## src/rtl/pipeline_pkg.sv

```systemverilog
// Shared pipeline definitions: control-bundle bit indices, widths and the
// MEM-stage FSM state type.
package pipeline_pkg;

  localparam int unsigned SIG_W  = 11;
  localparam int unsigned RD_W   = 4;
  localparam int unsigned DATA_W = 32;

  localparam int unsigned SIG_REG_WRITE  = 0;
  localparam int unsigned SIG_MEM_TO_REG = 1;
  localparam int unsigned SIG_MEM_READ   = 2;
  localparam int unsigned SIG_MEM_WRITE  = 3;

  typedef enum logic {
    IDLE = 1'b0,
    WAIT = 1'b1
  } state_e;

endpackage

```

## src/rtl/memory_stage_if.sv

```systemverilog
// Data-memory req/ack bus. master = pipeline MEM stage, slave = memory.
interface memory_stage_if;
  import pipeline_pkg::*;

  logic              dmem_req;
  logic              dmem_we;
  logic [DATA_W-1:0] dmem_addr;
  logic [DATA_W-1:0] dmem_wdata;
  logic [DATA_W-1:0] dmem_rdata;
  logic              dmem_ack;

  modport master (
    output dmem_req, dmem_we, dmem_addr, dmem_wdata,
    input  dmem_rdata, dmem_ack
  );

  modport slave (
    input  dmem_req, dmem_we, dmem_addr, dmem_wdata,
    output dmem_rdata, dmem_ack
  );
endinterface

```

## src/rtl/memory_stage_fsm.sv

```systemverilog
// MEM-stage access sequencer: owns the IDLE/WAIT state, the registered
// dmem_* request outputs and (with MEM_TIMEOUT_EN) the timeout counter.
module memory_stage_fsm
  import pipeline_pkg::*;
#(
  parameter int unsigned TIMEOUT = 16
) (
  input  logic              clk,
  input  logic              rst,
  input  logic              start,
  input  logic              is_store,
  input  logic [DATA_W-1:0] addr,
  input  logic [DATA_W-1:0] wdata,
  output state_e            state,
  output logic              timeout_hit,
  memory_stage_if.master    dmem
);

  state_e            state_q, state_d;
  logic              req_q, req_d;
  logic              we_q, we_d;
  logic [DATA_W-1:0] addr_q, addr_d;
  logic [DATA_W-1:0] wdata_q, wdata_d;

`ifdef MEM_TIMEOUT_EN
  logic [7:0] cnt_q, cnt_d;

  // Limit reached in a WAIT cycle with no ack; a same-cycle ack wins
  always_comb begin
    timeout_hit = (state_q == WAIT) && !dmem.dmem_ack && (cnt_q == 8'(TIMEOUT - 1));
  end
`else
  // No timeout: WAIT lasts until ack
  always_comb begin
    timeout_hit = 1'b0;
  end
`endif

  // Next-state and request register updates
  always_comb begin
    state_d = state_q;
    req_d   = req_q;
    we_d    = we_q;
    addr_d  = addr_q;
    wdata_d = wdata_q;
`ifdef MEM_TIMEOUT_EN
    cnt_d   = cnt_q;
`endif
    unique case (state_q)
      IDLE: begin
        if (start) begin
          state_d = WAIT;
          req_d   = 1'b1;
          we_d    = is_store;
          addr_d  = addr;
          wdata_d = wdata;
`ifdef MEM_TIMEOUT_EN
          cnt_d   = '0;
`endif
        end
      end
      WAIT: begin
        if (dmem.dmem_ack || timeout_hit) begin
          state_d = IDLE;
          req_d   = 1'b0;
        end
`ifdef MEM_TIMEOUT_EN
        else begin
          cnt_d = cnt_q + 8'd1;
        end
`endif
      end
      default: state_d = IDLE;
    endcase
  end

  // State and request registers with synchronous reset
  always_ff @(posedge clk) begin
    if (rst) begin
      state_q <= IDLE;
      req_q   <= 1'b0;
      we_q    <= 1'b0;
      addr_q  <= '0;
      wdata_q <= '0;
`ifdef MEM_TIMEOUT_EN
      cnt_q   <= '0;
`endif
    end else begin
      state_q <= state_d;
      req_q   <= req_d;
      we_q    <= we_d;
      addr_q  <= addr_d;
      wdata_q <= wdata_d;
`ifdef MEM_TIMEOUT_EN
      cnt_q   <= cnt_d;
`endif
    end
  end

  assign state           = state_q;
  assign dmem.dmem_req   = req_q;
  assign dmem.dmem_we    = we_q;
  assign dmem.dmem_addr  = addr_q;
  assign dmem.dmem_wdata = wdata_q;

endmodule

```

## src/rtl/memory_stage.sv

```systemverilog
// Pipeline MEM stage: passes non-memory instructions through combinationally,
// sequences loads/stores over the dmem req/ack bus, stalls upstream while an
// access is outstanding and feeds the MEM/WB latch a bubble meanwhile.
// Optional feature macro: MEM_TIMEOUT_EN (abandon access after TIMEOUT cycles).
module memory_stage
  import pipeline_pkg::*;
#(
  parameter int unsigned TIMEOUT = 16
) (
  input  logic              clk,
  input  logic              rst,
  input  logic              ex_valid,
  input  logic [RD_W-1:0]   ex_rd,
  input  logic [SIG_W-1:0]  ex_signals,
  input  logic [DATA_W-1:0] ex_alu_result,
  input  logic [DATA_W-1:0] ex_store_data,
  output logic              mem_stall,
  output logic [RD_W-1:0]   mem_rd,
  output logic [SIG_W-1:0]  mem_signals,
  output logic [DATA_W-1:0] mem_read_data,
  output logic [DATA_W-1:0] mem_alu_result,
  output logic              mem_err,
  memory_stage_if.master    dmem
);

  state_e state;
  logic   timeout_hit;
  logic   mem_op, is_store, aligned;

  // Instruction decode; read+write together counts as a store
  always_comb begin
    mem_op   = ex_valid && (ex_signals[SIG_MEM_READ] || ex_signals[SIG_MEM_WRITE]);
    is_store = ex_signals[SIG_MEM_WRITE];
    aligned  = (ex_alu_result[1:0] == 2'b00);
  end

  memory_stage_fsm #(.TIMEOUT(TIMEOUT)) u_fsm (
    .clk         (clk),
    .rst         (rst),
    .start       (mem_op && aligned),
    .is_store    (is_store),
    .addr        (ex_alu_result),
    .wdata       (ex_store_data),
    .state       (state),
    .timeout_hit (timeout_hit),
    .dmem        (dmem)
  );

  // Output mux toward MEM/WB: pass-through, bubble, or completed access
  always_comb begin
    mem_stall      = 1'b0;
    mem_err        = 1'b0;
    mem_rd         = ex_rd;
    mem_signals    = ex_valid ? ex_signals : '0;
    mem_read_data  = '0;
    mem_alu_result = ex_alu_result;
    if (rst) begin
      mem_rd         = '0;
      mem_signals    = '0;
      mem_alu_result = '0;
    end else if (state == WAIT) begin
      if (dmem.dmem_ack) begin
        mem_read_data = is_store ? '0 : dmem.dmem_rdata;
      end else begin
        mem_rd         = '0;
        mem_signals    = '0;
        mem_alu_result = '0;
        if (timeout_hit) begin
          mem_err = 1'b1;
        end else begin
          mem_stall = 1'b1;
        end
      end
    end else if (mem_op) begin
      mem_rd         = '0;
      mem_signals    = '0;
      mem_alu_result = '0;
      if (aligned) begin
        mem_stall = 1'b1;
      end else begin
        mem_err = 1'b1;
      end
    end
  end

endmodule

```

## src/flat_wrapper.sv

```systemverilog
// flat-port wrapper written by rule: the top's interface ports become plain ports
module memory_stage_flat import pipeline_pkg::*;
#(
  parameter int unsigned TIMEOUT = 16
)
  (clk, rst, ex_valid, ex_rd, ex_signals, ex_alu_result, ex_store_data, mem_stall, mem_rd, mem_signals, mem_read_data, mem_alu_result, mem_err, dmem_dmem_req, dmem_dmem_we, dmem_dmem_addr, dmem_dmem_wdata, dmem_dmem_rdata, dmem_dmem_ack);
  memory_stage_if dmem_i ();
  input  logic clk;
  input  logic rst;
  input  logic ex_valid;
  input  logic [RD_W-1:0] ex_rd;
  input  logic [SIG_W-1:0] ex_signals;
  input  logic [DATA_W-1:0] ex_alu_result;
  input  logic [DATA_W-1:0] ex_store_data;
  output logic mem_stall;
  output logic [RD_W-1:0] mem_rd;
  output logic [SIG_W-1:0] mem_signals;
  output logic [DATA_W-1:0] mem_read_data;
  output logic [DATA_W-1:0] mem_alu_result;
  output logic mem_err;
  output wire logic [$bits(dmem_i.dmem_req)-1:0] dmem_dmem_req;
  output wire logic [$bits(dmem_i.dmem_we)-1:0] dmem_dmem_we;
  output wire logic [$bits(dmem_i.dmem_addr)-1:0] dmem_dmem_addr;
  output wire logic [$bits(dmem_i.dmem_wdata)-1:0] dmem_dmem_wdata;
  input wire logic [$bits(dmem_i.dmem_rdata)-1:0] dmem_dmem_rdata;
  input wire logic [$bits(dmem_i.dmem_ack)-1:0] dmem_dmem_ack;
  assign dmem_dmem_req = dmem_i.dmem_req;
  assign dmem_dmem_we = dmem_i.dmem_we;
  assign dmem_dmem_addr = dmem_i.dmem_addr;
  assign dmem_dmem_wdata = dmem_i.dmem_wdata;
  assign dmem_i.dmem_rdata = dmem_dmem_rdata;
  assign dmem_i.dmem_ack = dmem_dmem_ack;
  memory_stage #(.TIMEOUT(TIMEOUT)) u_core (.clk(clk), .rst(rst), .ex_valid(ex_valid), .ex_rd(ex_rd), .ex_signals(ex_signals), .ex_alu_result(ex_alu_result), .ex_store_data(ex_store_data), .mem_stall(mem_stall), .mem_rd(mem_rd), .mem_signals(mem_signals), .mem_read_data(mem_read_data), .mem_alu_result(mem_alu_result), .mem_err(mem_err), .dmem(dmem_i));
endmodule
```

## config.mk

```make
export PLATFORM = sky130hd
export DESIGN_NAME = memory_stage_flat
export DESIGN_NICKNAME = d
export VERILOG_FILES = /design/src/rtl/pipeline_pkg.sv /design/src/rtl/memory_stage_if.sv /design/src/rtl/memory_stage_fsm.sv /design/src/rtl/memory_stage.sv /design/src/flat_wrapper.sv
export SDC_FILE = /design/constraint.sdc
export NUM_CORES = 1
export LEC_CHECK = 0
export CORE_MARGIN = 2
export CORE_UTILIZATION = 31
export DETAILED_ROUTE_END_ITERATION = 8
export HOLD_SLACK_MARGIN = 0.15
export PLACE_DENSITY = 0.81
export SLEW_MARGIN = 20
export SYNTH_ARGS = -nofsm -noshare
export SYNTH_HDL_FRONTEND = slang
export SYNTH_SLANG_ARGS = --single-unit
```

## constraint.sdc

```tcl
create_clock -name clk -period 1.6 [get_ports clk]
set_clock_uncertainty 0.2 [all_clocks]
set_input_delay 0.24 -clock clk [delete_from_list [all_inputs] [get_ports clk]]
set_output_delay 0.24 -clock clk [all_outputs]
set_load 0.02 [all_outputs]
```

# --- Word-level counts from Yosys, hierarchy flattened ---
# Cells that the tools add are included.
word_totals:
  ff_bits: 67
  inputBits: 115
  output_inout_bits: 147
  word_cells: 45
classes:
  n_bitwise: 1
  muxes: 31
  n_reduce_logical: 6
  eq_ne: 2
ops:
  columns: ["op", "n"]
  rows:
  - ["$mux 32", 8]
  - ["$mux 11", 5]
  - ["$mux 4", 4]
  - ["$mux 1", 12]
  - ["$ne 2x2->1 const B", 2]
  - ["$pmux 1 s2", 2]
  - ["$reduce_and 2->1", 2]
  - ["$logic_and 1x1->1", 2]
  - ["$logic_not 2->1", 1]
  - ["$logic_or 1x1->1", 1]
  - ["$not 1->1", 1]

# --- Longest topological paths before layout ---
# Gate-level depths: netlist (run 1).
depth:
  word_depth: 5
  ltp_mapped: 6
  ltp_nobuf: 3

# --- Modules after synthesis ---
# Synthesis (run 1) repeated with hierarchy kept, for this count alone.
hier_totals:
  hier_cells: 465
  area_unflattened_um2: 4321.6
by_module_without_submodules:
  columns: ["module", "n_inst", "area_each_um2", "cells_each", "seq_area_each_um2"]
  rows:
  - ["memory_stage_fsm", 1, 3047.9, 304, 1341.3]
  - ["memory_stage", 1, 1273.7, 161, 0.0]

# --- Worst setup path before layout (run 1) ---
# Ideal clock, no wire load.
synth_timing:
  path_kind: "reg-to-output"
  start: "register u_core.u_fsm.state_q, in the netlist u_core.u_fsm.state"
  end: "output port mem_alu_result[10]"
  path_stages_with_launch: 5
  arrival_time_ns: 1.418
  setup_slack_ns: -0.258
  required_time_ns: 1.160
  n_path_buf: 1
  cell_sequence: "dfxtp_1 o21ba_4 a221oi_4 clkbuf_1 and2_1"
synth_between:
  elab_chain_len: 2
synth_lines:
  columns: ["element", "line_no", "rtl"]
  rows:
  - ["from (decl)", "memory_stage_fsm.sv:19", "state_e state_q, state_d;"]
  - ["from (signal assigned)", "memory_stage_fsm.sv:89", "state_q <= state_d;"]
  - ["$mux 32", "memory_stage.sv:61", "end else if (state == WAIT) begin"]
  - ["$mux 32", "memory_stage.sv:57", "if (rst) begin"]
  - ["to (decl)", "flat_wrapper.sv:19", "output logic [DATA_W-1:0] mem_alu_result;"]
# Every way passes these cells.

# --- Final worst setup path (run 1) ---
layout_timing:
  start: "register u_core.u_fsm.state_q, in the netlist u_core.u_fsm.state"
  end: "output port mem_alu_result[0]"
# The elaborated chain is that of the path after synthesis.

==> key figures, run 1 <==
Run status
  • Status: finished with violations
  • Failing checks: setup timing

Final layout
  • Proportion of layout cells with a drive suffix above 1: 0.382
  • Final net count: 829
  • FF+latch area: 0.00135 sq mm
  • Fin cells: 862
  • Area delta synth->final: 117%
  • Finished Cell Area: 0.00775 sq mm
  • Final Core Density: 0.685
  • Multi-input logic area: 0.00235 sq mm
  • Fillers: 846

Place
  • Placed Area: 0.00662 sq mm
  • HPWL Detailed: 8.86 mm
  • Setup WS pre-CTS: -1050 ps
  • Global placer's final weighted congestion: 0.776
  • # port buffers: 261
  • Placed Cells: 800

Clocking
  • Clk buf depth: 2
  • H-tree depth: 3
  • TritonCTS clock tree: yes
  • Root Buffer Master: clkbuf_16
  • CTS buffer count: 9
  • Worst-path clk slew: 50 ps
  • Clock sink count: 67
  • Clk Latency, worst-skew pair: 320 ps

STA
  • Rel. slew slack: 0.411
  • Final hold vios: 0
  • Tcrit/Tclk final: 1.38
  • Min Hold Slack: 174 ps
  • RSZ-0062 raised after global routing: true
  • Worst-Margin Slew: 884 ps
  • Slew Limit Fails: 0
  • Setup violators final: 144
  • Fmax: 454 MHz
  • Worst setup margin: -603 ps
  • Minimum clock period: 2200 ps

Power and ir drop
  • PD cells: 605 mW/mm^2
  • Worst vdd ir: 0.376 mV
  • Leakage: 3.48 nW

Global route
  • Global-route wire length before repair: 21.4 mm
  • Initial antenna violation count: 1
  • Largest net degree at the start of global routing: 129
  • Grt ovf: 0
  • Vias in the first global route: 4098
  • Total track usage: 0.217

Floorplanning
  • Core Box Area: 0.0113 sq mm
  • # rows: 39
  • Starting Density: 0.316
  • I/O pin count: 262
  • Die W: 111 um
  • Die area: 0.0124 sq mm
  • Die Ht: 111 um

Drt
  • Vias per cell: 4.53
  • DRT Wirelength: 14.3 mm
  • DRC: 0
  • TritonRoute pass-1 iters: 4
  • WL/cell: 16.6 um
  • Initial DRC Count: 146
  • DR vias: 3905
  • Post-detailed-route count of antenna-violating nets: 0

Worst setup path
  • Cell family with most CP delay: compound AO/OA/AOI/OAI gates
  • Worst-path cell chain: o21ba_4 -> a221oi_4 -> buf_4 -> buf_12 -> and2_1 -> buf_6
  • CP max FO: 18
  • Worst path slowest cell: dfxtp_4
  • CP peak stage delay: 390 ps
  • Crit end category: output port
  • Crit Path Class: flip-flop to output port
  • Critical Path RT: 1160 ps
  • CP Launch Type: flip-flop
  • Buf/Inv on CP: 3
  • Crit path arrival time: 1760 ps

Logic synthesis
  • Synth Net Count: 500
  • Syn Std Cell Area: 0.00358 sq mm
  • Syn Area/Cell: 9.29 sq um
  • YS warnings: 0
  • Post-synth cell types: 20
  • Mapped Cells: 385
  • Sequential share of the synthesized area: 0.375
  • Synth Register Bits: 67

Flow run
  • Max cap viols: 0

Worst hold path
  • Hold Path Class: input port to flip-flop
-- through the flow --
stage,setup TNS [ps],total power (W)
finish,-48460,0.00469
global route,-55830,0.00491
CTS,-52630,0.00467
detailed placement,-105110,0.00282
global placement,-101130,0.00280
floorplan,-2920,0.00221
-- cells in the mapped netlist --
master | n | share of area
a21oi_1 | 4 | 0.0056
a221oi_4 | 1 | 0.0073
and2_1 | 77 | 0.13
and3_4 | 1 | 0.0031
buf_4 | 1 | 0.0021
buf_6 | 6 | 0.019
buf_8 | 1 | 0.0042
clkbuf_1 | 21 | 0.022
dfxtp_1 | 67 | 0.38
inv_1 | 1 | 0.0010
mux2i_1 | 63 | 0.18
nand2_1 | 3 | 0.0031
nand2b_1 | 127 | 0.22
nand3_1 | 3 | 0.0042
nor2_1 | 3 | 0.0031
nor3_1 | 1 | 0.0014
nor3b_1 | 1 | 0.0021
nor3b_2 | 2 | 0.0070
o21ba_4 | 1 | 0.0045
or3_1 | 1 | 0.0018
-- layout by cell type (no fill, tap or decap), types with 4 or more instances in the layout --
master           count
and2_1               6
and2_2              14
and2_4              57
buf_12              10
buf_16               6
buf_4               48
buf_6               96
buf_8                4
clkbuf_16           10
clkdlybuf4s50_1    109
dfxtp_1             66
dlygate4sd2_1       69
mux2i_1             58
nand2b_1           126
-- final timing paths --
| path | from | to | slack (ps) | depth (start not counted) |
|---|---|---|---|---|
| hold / removal | rst | u_core.u_fsm.dmem.dmem_we | 170 | 3 |
| hold reg to reg | u_core.u_fsm.dmem.dmem_req | u_core.u_fsm.dmem.dmem_req | 260 | 2 |
| setup / recovery | u_core.u_fsm.state | mem_alu_result[0] | -600 | 6 |
| setup reg to reg | u_core.u_fsm.state | u_core.u_fsm.dmem.dmem_addr[2] | -250 | 7 |
-- where the power goes --
group          total, W  switching (W)  internal, W
combinational   0.00121       0.000480     0.000729
clock           0.00174       0.000705      0.00103
sequential      0.00174      0.0000255      0.00172
total           0.00469        0.00121      0.00348
-- tightest hold or removal path, delay by kind of cell --
family | cells | cell delay [ps]
buffers and inverters | 1 | 210
and+or+nand+nor | 1 | 130
muxes | 1 | 60
-- layout make-up --
cell class | count | share of cell area
sequential | 67 | 0.173
antenna | 1 | 0.000323
clock buffer | 10 | 0.0295
multi-input combinational | 289 | 0.304
tap | 143 | 0.0231
clock inverter | 5 | 0.00403
timing repair buffer | 346 | 0.465
inverter | 1 | 0.000484
-- repair_timing --
item / in CTS / in global routing
cloned: 13 / 3
setup endpoints to repair: 211 / 146
hold buffers: 1 / 0
gates resized for setup: 559 / 110
buffers inserted: 28 / 11
pin swaps: 28 / 24
endpoints found under the hold margin: 1 / 0
-- sequential cells by signal, indices dropped and copies added, names as in the netlist --
name,count
u_core.u_fsm.dmem.dmem_we,1
u_core.u_fsm.state,1
u_core.u_fsm.dmem.dmem_addr,32
u_core.u_fsm.dmem.dmem_req,1
u_core.u_fsm.dmem.dmem_wdata,32
-- cells by family after synthesis --
| family | count (synthesis) | share of synthesized area |
|---|---|---|
| buffers and inverters | 30 | 0.0483 |
| multiplexers | 63 | 0.176 |
| flip-flops | 67 | 0.375 |
| AO/OA/AOI/OAI | 6 | 0.0175 |
| AND/OR/NAND/NOR | 219 | 0.383 |
-- routing by layer --
metal  wire, um  share of wire  GRT usage
met5          0              0          0
met4        416          0.029     0.0831
met3        935          0.066     0.0702
met2       7540           0.53      0.390
met1       5390           0.38      0.238
Note: power is estimated with default switching activity, not from simulation.
==> inputs of run 2 (changes only) <==
--- a/config.mk
+++ b/config.mk
@@ -5,11 +5,10 @@
 export SDC_FILE = /design/constraint.sdc
 export NUM_CORES = 1
 export LEC_CHECK = 0
-export CORE_MARGIN = 2
 export CORE_UTILIZATION = 31
 export DETAILED_ROUTE_END_ITERATION = 8
 export HOLD_SLACK_MARGIN = 0.15
-export PLACE_DENSITY = 0.81
+export PLACE_DENSITY = 0.77
 export SLEW_MARGIN = 20
 export SYNTH_ARGS = -nofsm -noshare
 export SYNTH_HDL_FRONTEND = slang
==> key figures, run 2 (synthesis gave the netlist of run 1 again) <==
Run status
  • Status: finished with violations
  • Failing checks: setup timing

Clocking
  • CTS buffer count: 9 (unchanged)
  • H-tree depth: 3 (unchanged)
  • Clk buf depth: 2 (unchanged)
  • Clock sink count: 67 (unchanged)
  • Clk Latency, worst-skew pair: 320 ps (about the same)
  • Root Buffer Master: clkbuf_16
  • TritonCTS clock tree: yes
  • Worst-path clk slew: 50 ps (about the same)

STA
  • Fmax: 450 MHz (-0.96%)
  • RSZ-0062 raised after global routing: true
  • Slew Limit Fails: 0 (unchanged)
  • Setup violators final: 145 (+0.69%)
  • Min Hold Slack: 210 ps (+36.0 ps)
  • Worst setup margin: -624 ps (-21.4 ps)
  • Worst-Margin Slew: 861 ps (-23.3 ps)
  • Tcrit/Tclk final: 1.39 (+0.0134)
  • Rel. slew slack: 0.426 (+0.0156)
  • Minimum clock period: 2220 ps (+21.4 ps)
  • Final hold vios: 0 (unchanged)

Flow run
  • Max cap viols: 0 (unchanged)

Floorplanning
  • Die Ht: 109 um (-1.8%)
  • Starting Density: 0.324 (+0.00831)
  • Die area: 0.0120 sq mm (-3.6%)
  • I/O pin count: 262 (unchanged)
  • Core Box Area: 0.0110 sq mm (-2.6%)
  • # rows: 38 (-2.6%)
  • Die W: 109 um (-1.8%)

Global route
  • Total track usage: 0.199 (-0.0175)
  • Grt ovf: 0 (unchanged)
  • Vias in the first global route: 3700 (-9.7%)
  • Initial antenna violation count: 0 (-1)
  • Global-route wire length before repair: 18.5 mm (-14%)
  • Largest net degree at the start of global routing: 128 (-0.78%)

Worst setup path
  • Critical Path RT: 1160 ps (about the same)
  • Crit Path Class: flip-flop to output port
  • CP Launch Type: flip-flop
  • Crit path arrival time: 1780 ps (+20 ps)
  • Crit end category: output port
  • CP max FO: 6 (-12)

Final layout
  • Final net count: 825 (-0.48%)
  • Commonest cells after routing, fill and taps aside: 126 x nand2b_1, 109 x clkdlybuf4s50_1, 86 x buf_6
  • Most common cell after layout, fill and taps aside: nand2b_1
  • Area delta synth->final: 122%
  • FF+latch area: 0.00135 sq mm (unchanged)
  • Multi-input logic area: 0.00231 sq mm (-1.8%)
  • Fillers: 799 (-5.6%)
  • Fin cells: 855 (-0.81%)
  • Proportion of layout cells with a drive suffix above 1: 0.372 (-0.00959)
  • Ant. Diodes: 0 (-1)

Power and ir drop
  • Internal cell power: 0.00394 W (+13%)
  • Clock power share: 0.418 (+0.047)
  • Part of the power in registers: 0.339 (-0.033)
  • Leakage: 4.25 nW (+22%)
  • PD cells: 648 mW/mm^2 (+7.1%)
  • Gate power share: 0.243 (-0.015)
  • Worst vdd ir: 0.547 mV (+46%)
  • Sw Ratio: 0.236 (-0.0224)
  • Switch Pwr: 0.00121 W (+0.27%)

Drt
  • DRC: 0 (unchanged)
  • Post-detailed-route count of antenna-violating nets: 0 (unchanged)
  • Initial DRC Count: 121 (-17%)
  • DRT Wirelength: 14.5 mm (+1.3%)
  • WL/cell: 16.9 um (+2.1%)
  • TritonRoute pass-1 iters: 4 (unchanged)
  • Vias per cell: 4.49 (-0.91%)
  • DR vias: 3838 (-1.7%)

Place
  • Placed Cells: 796 (-0.50%)
  • Global placer's final weighted congestion: 0.722 (-7.0%)
  • # port buffers: 261 (unchanged)
  • Setup WS pre-CTS: -1050 ps (-0.840 ps)
  • HPWL Detailed: 8.62 mm (-2.7%)

Worst hold path
  • Hold Path Class: input port to flip-flop
==> run 2: cell types whose count changed in the layout (fill, tap and decap cells not counted), sizes merged, moves of 2 or more <==
cell | before | now
dlymetal6s2s | 0 | 60
dlygate4sd2 | 69 | 10
buf | 165 | 145
clkdlybuf4s15 | 0 | 9
clkbuf | 12 | 19
clkinv | 4 | 1
bufinv | 0 | 2
==> run 2: metal layers <==
layer,vias up,wire (um),track usage
met1,1836,5710,0.229
met3,11,801,0.0563
met5,-,0,0
li1,1877,-,-
met2,114,7820,0.359
met4,0,125,0.0562
==> run 2: metrics by stage <==
step | cell area, sq um | power (W) | TNS [ps] | util
3_3_place_gp | 6610 | 0.00280 | -100970 | 0.599
5_1_grt | 7950 | 0.00534 | -74100 | 0.721
3_5_place_dp | 6610 | 0.00281 | -104440 | 0.599
6_report | 7950 | 0.00515 | -65100 | 0.721
2_1_floorplan | 3660 | 0.00221 | -2920 | -
4_1_cts | 7340 | 0.00511 | -62970 | 0.665
==> run 2: worst paths after layout <==
check                           slack [ps]                       start  cells after the start                                to
worst min register to register         260  u_core.u_fsm.dmem.dmem_req                      2        u_core.u_fsm.dmem.dmem_req
worst max register to register        -510          u_core.u_fsm.state                     10  u_core.u_fsm.dmem.dmem_wdata[21]
worst max-delay path                  -620          u_core.u_fsm.state                      7                mem_alu_result[25]
worst min-delay path                   210                         rst                      3         u_core.u_fsm.dmem.dmem_we
==> run 2: cell type report <==
cell class	instances	share of cell area
Sequential cell	67	0.169
Multi-Input combinational cell	290	0.291
Clock inverter	4	0.00913
Timing Repair Buffer	341	0.476
Tap cell	140	0.0220
Inverter	1	0.000472
Clock buffer	12	0.0323
==> run 2: repair_timing <==
| item | CTS | global route |
|---|---|---|
| pin swaps | 6 | 6 |
| buffers inserted | 14 | 15 |
| setup endpoints to repair | 209 | 206 |
| resized for setup | 474 | 141 |
| endpoints found under the hold margin | 2 | 0 |
| hold buffers | 1 | 0 |
| cloned | 5 | 10 |
==> run 2: power groups by stage <==
stage | Clock (W) | Sequential (W) | Combinational [W]
2_1_floorplan | 0 | 0.00184 | 0.000377
4_1_cts | 0.00219 | 0.00175 | 0.00118
3_5_place_dp | 0 | 0.00178 | 0.00103
5_1_grt | 0.00227 | 0.00175 | 0.00132
6_report | 0.00215 | 0.00174 | 0.00125
3_3_place_gp | 0 | 0.00178 | 0.00102
==> run 2: critical path: stages, from the launching register on <==
cell,delay [ps]
dfxtp_4,370
o21ba_4,170
a221oi_4,260
buf_12,170
buf_12,120
buf_4,110
and2_2,140
buf_6,110
